===== src/rtl/seq_detect_scheduler.sv =====
// Shared Moore pattern-detector engine time-multiplexed across NCH serial requesters.
// Round-robin grant per cycle; per-channel history/fill contexts, match pulses and saturating counters.
module seq_detect_scheduler #(
   parameter int              NCH     = 4,
   parameter int              PLEN    = 3,
   parameter logic [PLEN-1:0] PATTERN = 3'b101,
   parameter int              CNT_W   = 8,
   localparam int             IW      = (NCH > 1) ? $clog2(NCH) : 1
) (
   input  logic             clk,
   input  logic             clear_n,
   input  logic [NCH-1:0]   req,
   input  logic [NCH-1:0]   x,
   input  logic [NCH-1:0]   flush,
   input  logic             clr_cnt,
   output logic [NCH-1:0]   gnt,
   output logic [NCH-1:0]   match,
   input  logic [IW-1:0]    rd_ch,
   output logic [CNT_W-1:0] rd_cnt,
   output logic [IW-1:0]    busy_ch
);
   localparam int FW = $clog2(PLEN + 1);

   logic [IW-1:0]    ptr;
   logic [PLEN-1:0]  hist  [NCH];
   logic [FW-1:0]    fill  [NCH];
   logic [CNT_W-1:0] count [NCH];

   logic [NCH-1:0]   eligible;
   logic [IW:0]      cand_sum;
   logic [IW-1:0]    cand;
   logic             gnt_vld_p0;
   logic [IW-1:0]    gnt_idx_p0;
   logic [PLEN-1:0]  hist_nxt_p0;
   logic [FW-1:0]    fill_nxt_p0;
   logic             hit_p0;
   logic [IW-1:0]    ptr_nxt;

   function automatic logic [CNT_W-1:0] sat_inc(input logic [CNT_W-1:0] v);
      return (v == {CNT_W{1'b1}}) ? v : v + CNT_W'(1);
   endfunction

   // Stage p0: arbitration and engine evaluation on the granted context
   always_comb begin
      eligible   = req & ~flush;
      cand_sum   = '0;
      cand       = '0;
      gnt_vld_p0 = 1'b0;
      gnt_idx_p0 = '0;
      for (int k = 0; k < NCH; k++) begin
         cand_sum = {1'b0, ptr} + (IW+1)'(k);
         if (cand_sum >= (IW+1)'(NCH))
            cand_sum = cand_sum - (IW+1)'(NCH);
         cand = cand_sum[IW-1:0];
         if (!gnt_vld_p0 && eligible[cand]) begin
            gnt_vld_p0 = 1'b1;
            gnt_idx_p0 = cand;
         end
      end
      if (!clear_n)
         gnt_vld_p0 = 1'b0;

      gnt = '0;
      if (gnt_vld_p0)
         gnt[gnt_idx_p0] = 1'b1;

      hist_nxt_p0 = {hist[gnt_idx_p0][PLEN-2:0], x[gnt_idx_p0]};
      fill_nxt_p0 = (fill[gnt_idx_p0] == FW'(PLEN)) ? fill[gnt_idx_p0]
                                                    : fill[gnt_idx_p0] + FW'(1);
      hit_p0      = gnt_vld_p0 && (fill_nxt_p0 == FW'(PLEN)) && (hist_nxt_p0 == PATTERN);
      ptr_nxt     = (gnt_idx_p0 == IW'(NCH - 1)) ? '0 : gnt_idx_p0 + IW'(1);
   end

   // Stage p1: context write-back, registered match pulse, counters
   always_ff @(posedge clk or negedge clear_n) begin
      if (!clear_n) begin
         ptr     <= '0;
         busy_ch <= '0;
         match   <= '0;
         for (int i = 0; i < NCH; i++) begin
            hist[i]  <= '0;
            fill[i]  <= '0;
            count[i] <= '0;
         end
      end else begin
         match <= '0;
         if (gnt_vld_p0) begin
            match[gnt_idx_p0] <= hit_p0;
            ptr               <= ptr_nxt;
            busy_ch           <= gnt_idx_p0;
         end
         for (int i = 0; i < NCH; i++) begin
            if (flush[i]) begin
               hist[i] <= '0;
               fill[i] <= '0;
            end else if (gnt_vld_p0 && (gnt_idx_p0 == IW'(i))) begin
               hist[i] <= hist_nxt_p0;
               fill[i] <= fill_nxt_p0;
            end
            if (clr_cnt)
               count[i] <= '0;
            else if (hit_p0 && (gnt_idx_p0 == IW'(i)))
               count[i] <= sat_inc(count[i]);
         end
      end
   end

   always_comb begin
      rd_cnt = '0;
      if (int'(rd_ch) < NCH)
         rd_cnt = count[rd_ch];
   end

endmodule

===== config.mk =====
export PLATFORM = sky130hd
export DESIGN_NAME = seq_detect_scheduler
export DESIGN_NICKNAME = d
export VERILOG_FILES = /design/src/rtl/seq_detect_scheduler.sv
export SDC_FILE = /design/constraint.sdc
export NUM_CORES = 1
export LEC_CHECK = 0
export CAP_MARGIN = 5
export CORE_ASPECT_RATIO = 0.9
export CORE_MARGIN = 1
export CORE_UTILIZATION = 39
export CTS_BUF_LIST = sky130_fd_sc_hd__clkbuf_16
export DETAILED_ROUTE_END_ITERATION = 8
export RECOVER_POWER = 100
export SETUP_SLACK_MARGIN = 0.15
export SLEW_MARGIN = 20
export SYNTH_ARGS = -nofsm -noshare
export SYNTH_HDL_FRONTEND = slang
export SYNTH_SLANG_ARGS = --single-unit

===== constraint.sdc =====
create_clock -name clk -period 3.7 [get_ports clk]
set_input_delay 0.74 -clock clk [delete_from_list [all_inputs] [get_ports clk]]
set_output_delay 0.74 -clock clk [all_outputs]
set_load 0.02 [all_outputs]

### Word-level counts from Yosys, hierarchy flattened

Cells that the tools add are included.

* register bits after elaboration: 60
* bits of input ports: 17
* output and inout port bits: 18

* reduce and logical (&&, ||, !) cells: 30
* multiplexer cells: 66
* magnitude comparators: 12
* equality and inequality tests: 14
* $add $sub $neg: 13
* bitwise logic cells: 5

Operators with widths (number)
* 8-bit 2-to-1 mux: 14
* 2-bit 2-to-1 mux: 22
* 8-bit by 1-bit adder with 8-bit output (second input constant): 4
* 8-bit equality test (second input constant): 4
* 3-bit 2-to-1 mux: 8
* 8-bit binary-select mux with 2-bit select: 1
* 2-bit nonzero test: 8
* 3-bit >= comparator (second input constant): 5
* 2-bit by 3-bit < comparator with 1-bit output (second input constant): 5
* 1-bit logical AND: 14
* 1-bit 2-to-1 mux: 11
* 1-bit binary-select mux with 2-bit select: 5
* 4-bit AND: 2
* 2-bit equality test (second input constant): 4
* 4-bit 2-to-1 mux: 2
* 2-bit inequality test (second input constant): 4
* 2-bit AND reduction: 4
* 2-bit by 1-bit subtractor with 2-bit output (second input constant): 4
* 2-bit by 2-bit adder with 3-bit output (second input constant): 2
* 3-bit binary-select mux with 2-bit select: 1
* 2-bit inverter with 3-bit output: 2
* 2-bit by 1-bit adder with 2-bit output (second input constant): 2
* 2-bit binary-select mux with 2-bit select: 1
* 4-bit inverter: 1
* 8 further kinds: 10

### Depth between registers and ports, before layout

* depth in word-level cells: 26
* mapped depth: 13
* mapped depth without buffers: 10

### Least setup slack after synthesis

Ideal clock, no wire load.

* kind: input -> register
* start point: input req[1]
* end point: register count[20] in the netlist's numbering
* cell stages on the path: 9
* required time: 3575 ps
* setup slack: 799 ps
* arrival: 2776 ps
* library setup time: 125 ps
* path buffers: 1
* cells stage by stage: or2b_1 a311o_1 a21boi_1 a211oi_1 or3_1 buf_2 nor2_2 and3_1 mux2_2

* cells in the longest elaborated chain, start to end: 25
* elaborated cells on any way between the ends: 44
* those cells by class: add/sub: 1; eq/ne: 4; mux: 26; bitwise: 2; reduce/logical: 11

RTL lines
* start: declaration: line 12 `input logic [NCH-1:0] req,`
* 4-bit AND (*): line 45 `eligible = req & ~flush;`
* 1-bit binary-select mux with 2-bit select: line 55 `if (!gnt_vld_p0 && eligible[cand]) begin`
* 1-bit 2-to-1 mux (implied by the code): line 55
* 1-bit 2-to-1 mux: line 55
* 1-bit zero test: line 55
* 1-bit logical AND: line 55
* 1-bit 2-to-1 mux: line 55
* 1-bit zero test: line 55
* [... 7 more ...]
* 2-bit 2-to-1 mux (implied by the code) (2 in a row): line 68, 69
* 2-bit by 1-bit adder with 2-bit output / 2-bit equality test (equally long branches): line 69, 68
* 2-bit 2-to-1 mux: line 68 `fill_nxt_p0 = (fill[gnt_idx_p0] == FW'(PLEN)) ? fill[gnt_idx_p0]`
* 2-bit equality test: line 70 `hit_p0 = gnt_vld_p0 && (fill_nxt_p0 == FW'(PLEN)) && (hist_nxt_p0 == PATTERN);`
* 1-bit logical AND (2 in a row): line 70
* 1-bit logical AND (*): line 102 `else if (hit_p0 && (gnt_idx_p0 == IW'(i)))`
* 2-bit nonzero test (no source line) (*)
* 2-bit AND reduction (no source line) (*)
* end signal: indexed assignment: line 103 `count[i] <= sat_inc(count[i]);`
* end: declaration: line 27 `logic [CNT_W-1:0] count [NCH];`

Every way passes the cells marked *; elsewhere a longest branch is shown, timed or not. The select of a mux whose other input is x is not followed.
A chain may end at the register's enable or synchronous reset.

### Worst setup path in the final report

* start point: input req[1]
* end point: output gnt[2]

* cells in the longest elaborated chain, start to end: 18
* elaborated cells on any way between the ends: 30
* those cells by class: order compare: 2; mux: 20; bitwise: 1; reduce/logical: 7

RTL lines
* 4-bit AND (*): line 45
* 1-bit binary-select mux with 2-bit select: line 55
* 1-bit 2-to-1 mux (implied by the code): line 55
* 1-bit 2-to-1 mux: line 55
* 1-bit zero test: line 55
* 1-bit logical AND: line 55
* 1-bit 2-to-1 mux: line 55
* 1-bit zero test: line 55
* [... 3 more ...]
* 1-bit logical AND: line 55
* 2-bit 2-to-1 mux (*): line 55
* via gnt_idx_p0[1]: line 33 `logic [IW-1:0] gnt_idx_p0;`
* 2-bit by 3-bit < comparator with 1-bit output (implied by the code) / 2-bit by 1-bit >= comparator with 1-bit output (equally long branches): line 65 `gnt[gnt_idx_p0] = 1'b1;`
* 1-bit logical AND (implied by the code): line 65
* 1-bit 2-to-1 mux (implied by the code): line 65
* 1-bit demux with 2-bit select (*): line 65
* 4-bit 2-to-1 mux (*): line 64 `if (gnt_vld_p0)`
* end: declaration: line 16 `output logic [NCH-1:0] gnt,`

Mark *: on every way through the listed nets, which the timed path passes. The rest lies on a longest branch. The select of a mux whose other input is x is not followed.

==> results.txt <==
----------------------------------------------------
[Worst setup path]
  List of cells traversed by the critical path ... clkdlybuf4s50_1 -> or2b_1 -> a311oi_4 -> nor2_4 -> buf_4 -> ha_1 -> nand2_1 -> inv_1 -> dlygate4sd2_1
  Buf+Inv Stages, Crit Path ... 4
  Critical R2R Launch ... ptr[0]
  Data arrival time of the worst path ... 2.83 ns
  Required time of the worst setup path ... 2.96 ns
  Setup crit end kind ... output pin
  Crit path largest cell delay ... 0.46 ns
  Crit path max fanout ... 7
  Class of the most critical setup path ... in -> out
  Launch point of the worst path ... req[1]
  Library cell contributing the largest single delay on the critical path ... sky130_fd_sc_hd__clkdlybuf4s50_1
  Family with the most delay on the worst path ... buffers and inverters
  Startpoint Class ... input port

[Status]
  Failing checks ... capacitance limit
  Run status ... finished with violations

[Logic synthesis]
  Seq/Total Area, Yosys ... 40.30%
  Average size of a mapped cell ... 9.297 um2
  Count of cell types in the netlist ... 61
  Post-Syn Instances ... 374
  Top FF cell, synth ... sky130_fd_sc_hd__dfrtp_1
  Number of storage elements in the synthesis netlist ... 56
  Post-Syn Nets ... 399
  Synthesis Warnings ... 0
  Cell area after synthesis ... 0.003477 mm2
  Synth async-reset ratio ... 100.0%
  Count of flip-flops with a built-in enable after synthesis ... 0

[Worst hold path]
  Hold Crit Class ... reg -> reg
  Startpoint of the lowest-slack hold path ... busy_ch[1]

[Place]
  Final weighted congestion in routability-driven placement ... 0.8631
  Buffers on Ports ... 34
  Number of cells after detailed placement ... 558
  Detailed-placement wirelength estimate ... 6.916 mm

[Global route]
  Total routing usage reported by global routing ... 21.34%
  Global-route wire length before repair ... 15.33 mm
  Remaining global-route overflow ... 0
  Initial antenna violation count ... 0
  Number of global-route vias before repair ... around 3000
  Largest net degree at the start of global routing ... 57

[Power]
  Leakage Power ... ~1.9 nW
  Worst IR Drop VDD ... 0.1821 mV
  Power per cell area ... roughly 370 mW/mm2

[Clock tree]
  Number of buffers on the longest clock path ... 2
  CTS Buf Count ... 5
  Clock slew seen by the registers of the worst setup and hold paths ... approximately 0.070 ns
  Post-CTS setup repair buffer count ... 0
  Buffer cell driving the clock tree root ... sky130_fd_sc_hd__clkbuf_16
  Total number of clock tree sinks ... 56
  CTS HTree Levels ... 2
  TritonCTS clock tree ... built
  Insertion delay to the later sink of the worst-skew pair ... approximately 0.3 ns

[Detailed routing]
  Metal2 WL ... 4.323 mm
  Highest routed metal layer ... met4
  Wire length per cell after detailed routing ... 16.53 um
  Routed length on met3 ... 263 um
  Routed vias/inst ... 5.615
  Total number of vias ... 3178
  DRC violation count after routing ... 0
  Detailed-routing iteration count for the pre-antenna-repair pass ... 5
  Iteration-0 DRC count of the detailed router ... 208
  Routed length on met1 ... 4.682 mm
  Post-Route WL ... 9.356 mm
  Count of nets left with antenna violations after detail routing ... 0

[Timing]
  Setup_tns ... 0 ns
  Highest attainable clock frequency ... between 200 and 300 MHz
  Maximum clock skew at final layout ... 0.006054 ns
  Setup repair after global routing missed its margin ... yes
  Tightest hold margin ... 0.4748 ns
  Min Clock Period, post-route ... ~3.6 ns
  Slew at the pin closest to its max-slew limit ... 1.495 ns
  Max-slew violation total from the final report ... 0
  Finish-stage setup viols ... 0
  Period Utilization, post-route ... 96.62%
  Slew Limit Headroom ... less than 1%
  Final count of hold timing violations ... 0

[Floorplan]
  Starting utilization of the core area ... 40.39%
  Die Span Y ... 91.58 um
  Rows ... 32
  Top-level port count ... 35
  Core region area ... 0.008608 mm2
  Width of the die ... 101.5 um
  Die area ... 0.009298 mm2

[Cells and area]
  N_diodes ... 0
  Leading cell types in the layout, fill and taps excluded ... 56 x sky130_fd_sc_hd__dfrtp_1, 39 x sky130_fd_sc_hd__nor2_1, 35 x sky130_fd_sc_hd__buf_4
  Filler Cell Count ... 806
  Net total in the final layout ... between 400 and 500
  Area taken by multi-input logic gates ... 0.001902 mm2
  Most common cell after layout, fill and taps aside ... sky130_fd_sc_hd__dfrtp_1
  Area added between synthesis and finish ... 25.73%
  Post-route core utilization ... 50.78%
  Fin cells ... 566
  Layout cells sized above 1 ... 18.34%
  Sequential cell area ... 0.001401 mm2

[Flow run]
  # Max-Cap Violations ... 1

----------------------------------------------------
## through the flow
step	total power, mW	instance area (um2)	setup WS, ns
2_1_floorplan	0.8953	3477	0.7995
3_3_place_gp	1.073	4225	-0.00009193
3_5_place_dp	1.079	4225	-0.05526
4_1_cts	1.631	4389	0.1663
5_1_grt	1.686	4372	0.07905
6_report	1.618	4372	0.1252
## power breakdown
| part | internal [mW] | leakage (nW) | switching, mW |
|---|---|---|---|
| sequential | 0.636 | 0.772 | 0.0283 |
| combinational | 0.166 | 1.06 | 0.236 |
| clock | 0.319 | 0.0798 | 0.233 |
| total | 1.12 | 1.91 | 0.497 |
## kinds of logic (layout without fill, tap and decap cells)
family          count (synthesis)  count (layout)  share of synthesized area [%]
mux                            20              20                          8.996
flops                          56              56                          40.30
buf+inv                        40             113                          5.505
compound gates                 91              91                          17.56
simple gates                  159             159                          24.76
fa+ha+maj                       8               8                          2.879
## tightest hold or removal path, delay by kind of cell (launching register included)
family | cells | cell delay (ns)
and+or+nand+nor | 1 | 0.04
DFF | 1 | 0.34
AOI/OAI and AO/OA | 1 | 0.06
## cell usage after synthesis, types with 4 or more instances
cell / n / area share (%)
sky130_fd_sc_hd__a211oi_1: 8 / 1.7
sky130_fd_sc_hd__a21oi_1: 33 / 4.7
sky130_fd_sc_hd__a31o_2: 4 / 1.0
sky130_fd_sc_hd__a31oi_1: 5 / 0.90
sky130_fd_sc_hd__and3_1: 14 / 2.5
sky130_fd_sc_hd__buf_2: 5 / 0.72
sky130_fd_sc_hd__clkbuf_1: 4 / 0.43
sky130_fd_sc_hd__dfrtp_1: 56 / 40
sky130_fd_sc_hd__ha_1: 8 / 2.9
sky130_fd_sc_hd__inv_1: 23 / 2.5
sky130_fd_sc_hd__mux2_2: 7 / 2.3
sky130_fd_sc_hd__mux2i_1: 4 / 1.2
sky130_fd_sc_hd__mux4_2: 8 / 5.2
sky130_fd_sc_hd__nand2_1: 21 / 2.3
sky130_fd_sc_hd__nand2b_1: 4 / 0.72
sky130_fd_sc_hd__nand3_1: 26 / 3.7
sky130_fd_sc_hd__nand4_1: 4 / 0.72
sky130_fd_sc_hd__nor2_1: 38 / 4.1
sky130_fd_sc_hd__nor2b_1: 7 / 1.3
sky130_fd_sc_hd__nor3_1: 9 / 1.3
sky130_fd_sc_hd__o21ai_0: 11 / 1.6
sky130_fd_sc_hd__o31ai_1: 11 / 2.4
sky130_fd_sc_hd__o41ai_1: 4 / 1.0
sky130_fd_sc_hd__or3_1: 6 / 1.1
sky130_fd_sc_hd__or4_1: 10 / 2.2
## layout make-up
| class | instances | area share [%] |
|---|---|---|
| Sequential cell | 56 | 32.05 |
| Tap cell | 119 | 3.406 |
| Multi-Input combinational cell | 278 | 43.50 |
| Inverter | 24 | 2.061 |
| Clock inverter | 3 | 0.9731 |
| Timing Repair Buffer | 81 | 15.14 |
| Clock buffer | 5 | 2.862 |
## flip-flops by register name, indices dropped and copies added (netlist names)
| name | cells |
|---|---|
| hist | 8 |
| fill | 8 |
| busy_ch | 2 |
| count | 32 |
| match | 4 |
| ptr | 2 |
## per-layer routing
layer | GRT usage [%] | up-vias
li1 | - | 1522
met1 | 31.11 | 1593
met2 | 32.66 | 55
met3 | 4.157 | 8
met4 | 4.348 | 0
met5 | 0 | -
## path summary, 6_finish.rpt
path / to / cells past startpoint / slack (ns)
max: gnt[2] / 9 / 0.13
max in group asynchronous: hist[9] / 2 / 1.83
min: busy_ch[1] / 2 / 0.47
min reg2reg: busy_ch[1] / 2 / 0.47
min in group asynchronous: busy_ch[0] / 2 / 0.98
max reg2reg: count[28] / 10 / 0.68
## timing repair
item                       CTS  global route
hold endpoints to repair     0             0
hold buffers                 0             0
resized for setup            5             6
setup endpoints to repair    4             5
pin swaps                    1             0
Note: power is estimated with default switching activity, not from simulation.
==> edit 1 (same settings) <==
Change the parameter `CNT_W` from 8 to 12.
--- a/src/rtl/seq_detect_scheduler.sv
+++ b/src/rtl/seq_detect_scheduler.sv
@@ -4,7 +4,7 @@
    parameter int              NCH     = 4,
    parameter int              PLEN    = 3,
    parameter logic [PLEN-1:0] PATTERN = 3'b101,
-   parameter int              CNT_W   = 8,
+   parameter int              CNT_W   = 12,
    localparam int             IW      = (NCH > 1) ? $clog2(NCH) : 1
 ) (
    input  logic             clk,
Interface: changed (resized rd_cnt); port bits go from 35 to 39. The function was not compared with the original's and may differ.
==> edit 1 against the original RTL <==
The run ends with capacitance limit, slew limit left. Sequential power rose by 25%. Setup slack improved by 0.048 ns. Area after synthesis up 22%. Worst hold slack better by 0.0032 ns. Total power up 27%. Wire length is 22% higher. Design area increased by 23%. Sequential cell count up 16. Critical path type unchanged. Critical endpoint is now rd_cnt[0]. Largest power group is now clock.
==> edit 1: results (changes against the original RTL) <==
* Mapped Nets at 459 (was 399)
* Placer Congestion at 0.9132 (was 0.8631)
* Drt via density at 5.794 (was 5.615)
* Pleak at 0.002173 uW (was 0.001907 uW)
* Failing checks: capacitance limit, slew limit (was capacitance limit)
* M1 WL at 5604 um (was 4682 um)
* FILL cells at 974 (was 806)
* RR Startpoint: ptr[1]$_DFFE_PN0P_ (was ptr[0]$_DFFE_PN0P_)
* Max H-tree Level at 3 (was 2)
* First-pass GRT wire length at 18950 um (was 15330 um)
* CP startpoint: rd_ch[0] (was req[1])
* Nets at 536 (was 471)
* Hold path startpoint: busy_ch[0]$_DFFE_PN0P_ (was busy_ch[1]$_DFFE_PN0P_)
* Share of layout cells above drive strength 1 at 17.05% (was 18.34%)
* Slew Limit Fails at 73 (was 0)
* Top post-synthesis cells by area: dfrtp_1, mux4_2, a21oi_1, o31ai_1, or4_1 (was dfrtp_1, mux4_2, a21oi_1, nor2_1, nand3_1)
* M2 GR Usage at 33.35% (was 32.66%)
* Drt first pass iters at 4 (was 5)
* Vias in the first global route at 3628 (was 3008)
* Max-Cap Viols at 1 (unchanged)
* Top Registers: count (48), fill (8), hist (8) (was count (32), fill (8), hist (8))
* Met3 usage at 3.969% (was 4.157%)
* Status: finished, violations left (unchanged)
* Met2 wire len at 5100 um (was 4323 um)
* Num CTS Buffers at 9 (was 5)
* Pre-CTS setup slack at -0.1737 ns (was -0.05526 ns)
* Clk slew on worst S/H paths at 0.05 ns (was 0.07 ns)
* Hold path endpoint: busy_ch[0]$_DFFE_PN0P_ (was busy_ch[1]$_DFFE_PN0P_)
* Largest net degree at the start of global routing at 73 (was 57)
[edit 1: critical path, delay by kind of cell]
kind     cells  cell delay (ns)
mux          1             0.56
buf+inv      3             1.48
[edit 1: what timing repair did]
item	in CTS	in global routing
resized for setup	13	10
endpoints found under the hold margin	0	0
endpoints found under the setup margin	4	33
[edit 1: kinds of logic after synthesis]
logic type | after synthesis | synth area share [%]
AO/OA/AOI/OAI | 119 | 18.05
XOR/XNOR | 2 | 0.4131
adder cells (fa/ha/maj) | 8 | 2.360
buffers and inverters | 35 | 3.835
flip-flops | 72 | 42.48
multiplexers | 28 | 10.24
AND/OR/NAND/NOR | 170 | 22.63
[edit 1: worst max-delay path by stage]
stage | to | slack (ns) | cells past startpoint
final | rd_cnt[0] | 0.17 | 4
after global routing | rd_cnt[1] | 0.08 | 4
after CTS | gnt[1] | 0.17 | 9
after detailed placement | gnt[0] | -0.17 | 8
after global placement | gnt[2] | -0.11 | 8
after floorplan | count[17]$_DFFE_PN0P_ | 0.47 | 10
[edit 1: per-stage QoR]
| step | hold slack, ns | cells |
|---|---|---|
| after floorplan | 0.4444 | 434 |
| final | 0.4780 | 645 |
| after CTS | 0.4880 | 645 |
| after global routing | 0.5152 | 645 |
| after detailed placement | 0.4754 | 629 |
| after global placement | 0.4669 | 629 |
[edit 1: where the power goes]
part | total (uW) | internal [uW] | switching [uW]
Sequential | 829 | 808 | 21.1
Clock | 904 | 583 | 320
Combinational | 319 | 140 | 179
Total | 2050 | 1530 | 520
[edit 1: final cells by class]
type / count / area [sq um] / area share (%)
timing repair buffer: 90 / 744.5 / 13.85
tap: 129 / 161.4 / 3.002
sequential: 72 / 1802 / 33.51
clock inverter: 7 / 87.58 / 1.629
clock buffer: 9 / 225.2 / 4.189
multi-input combinational: 327 / 2313 / 43.03
inverter: 11 / 42.54 / 0.7912
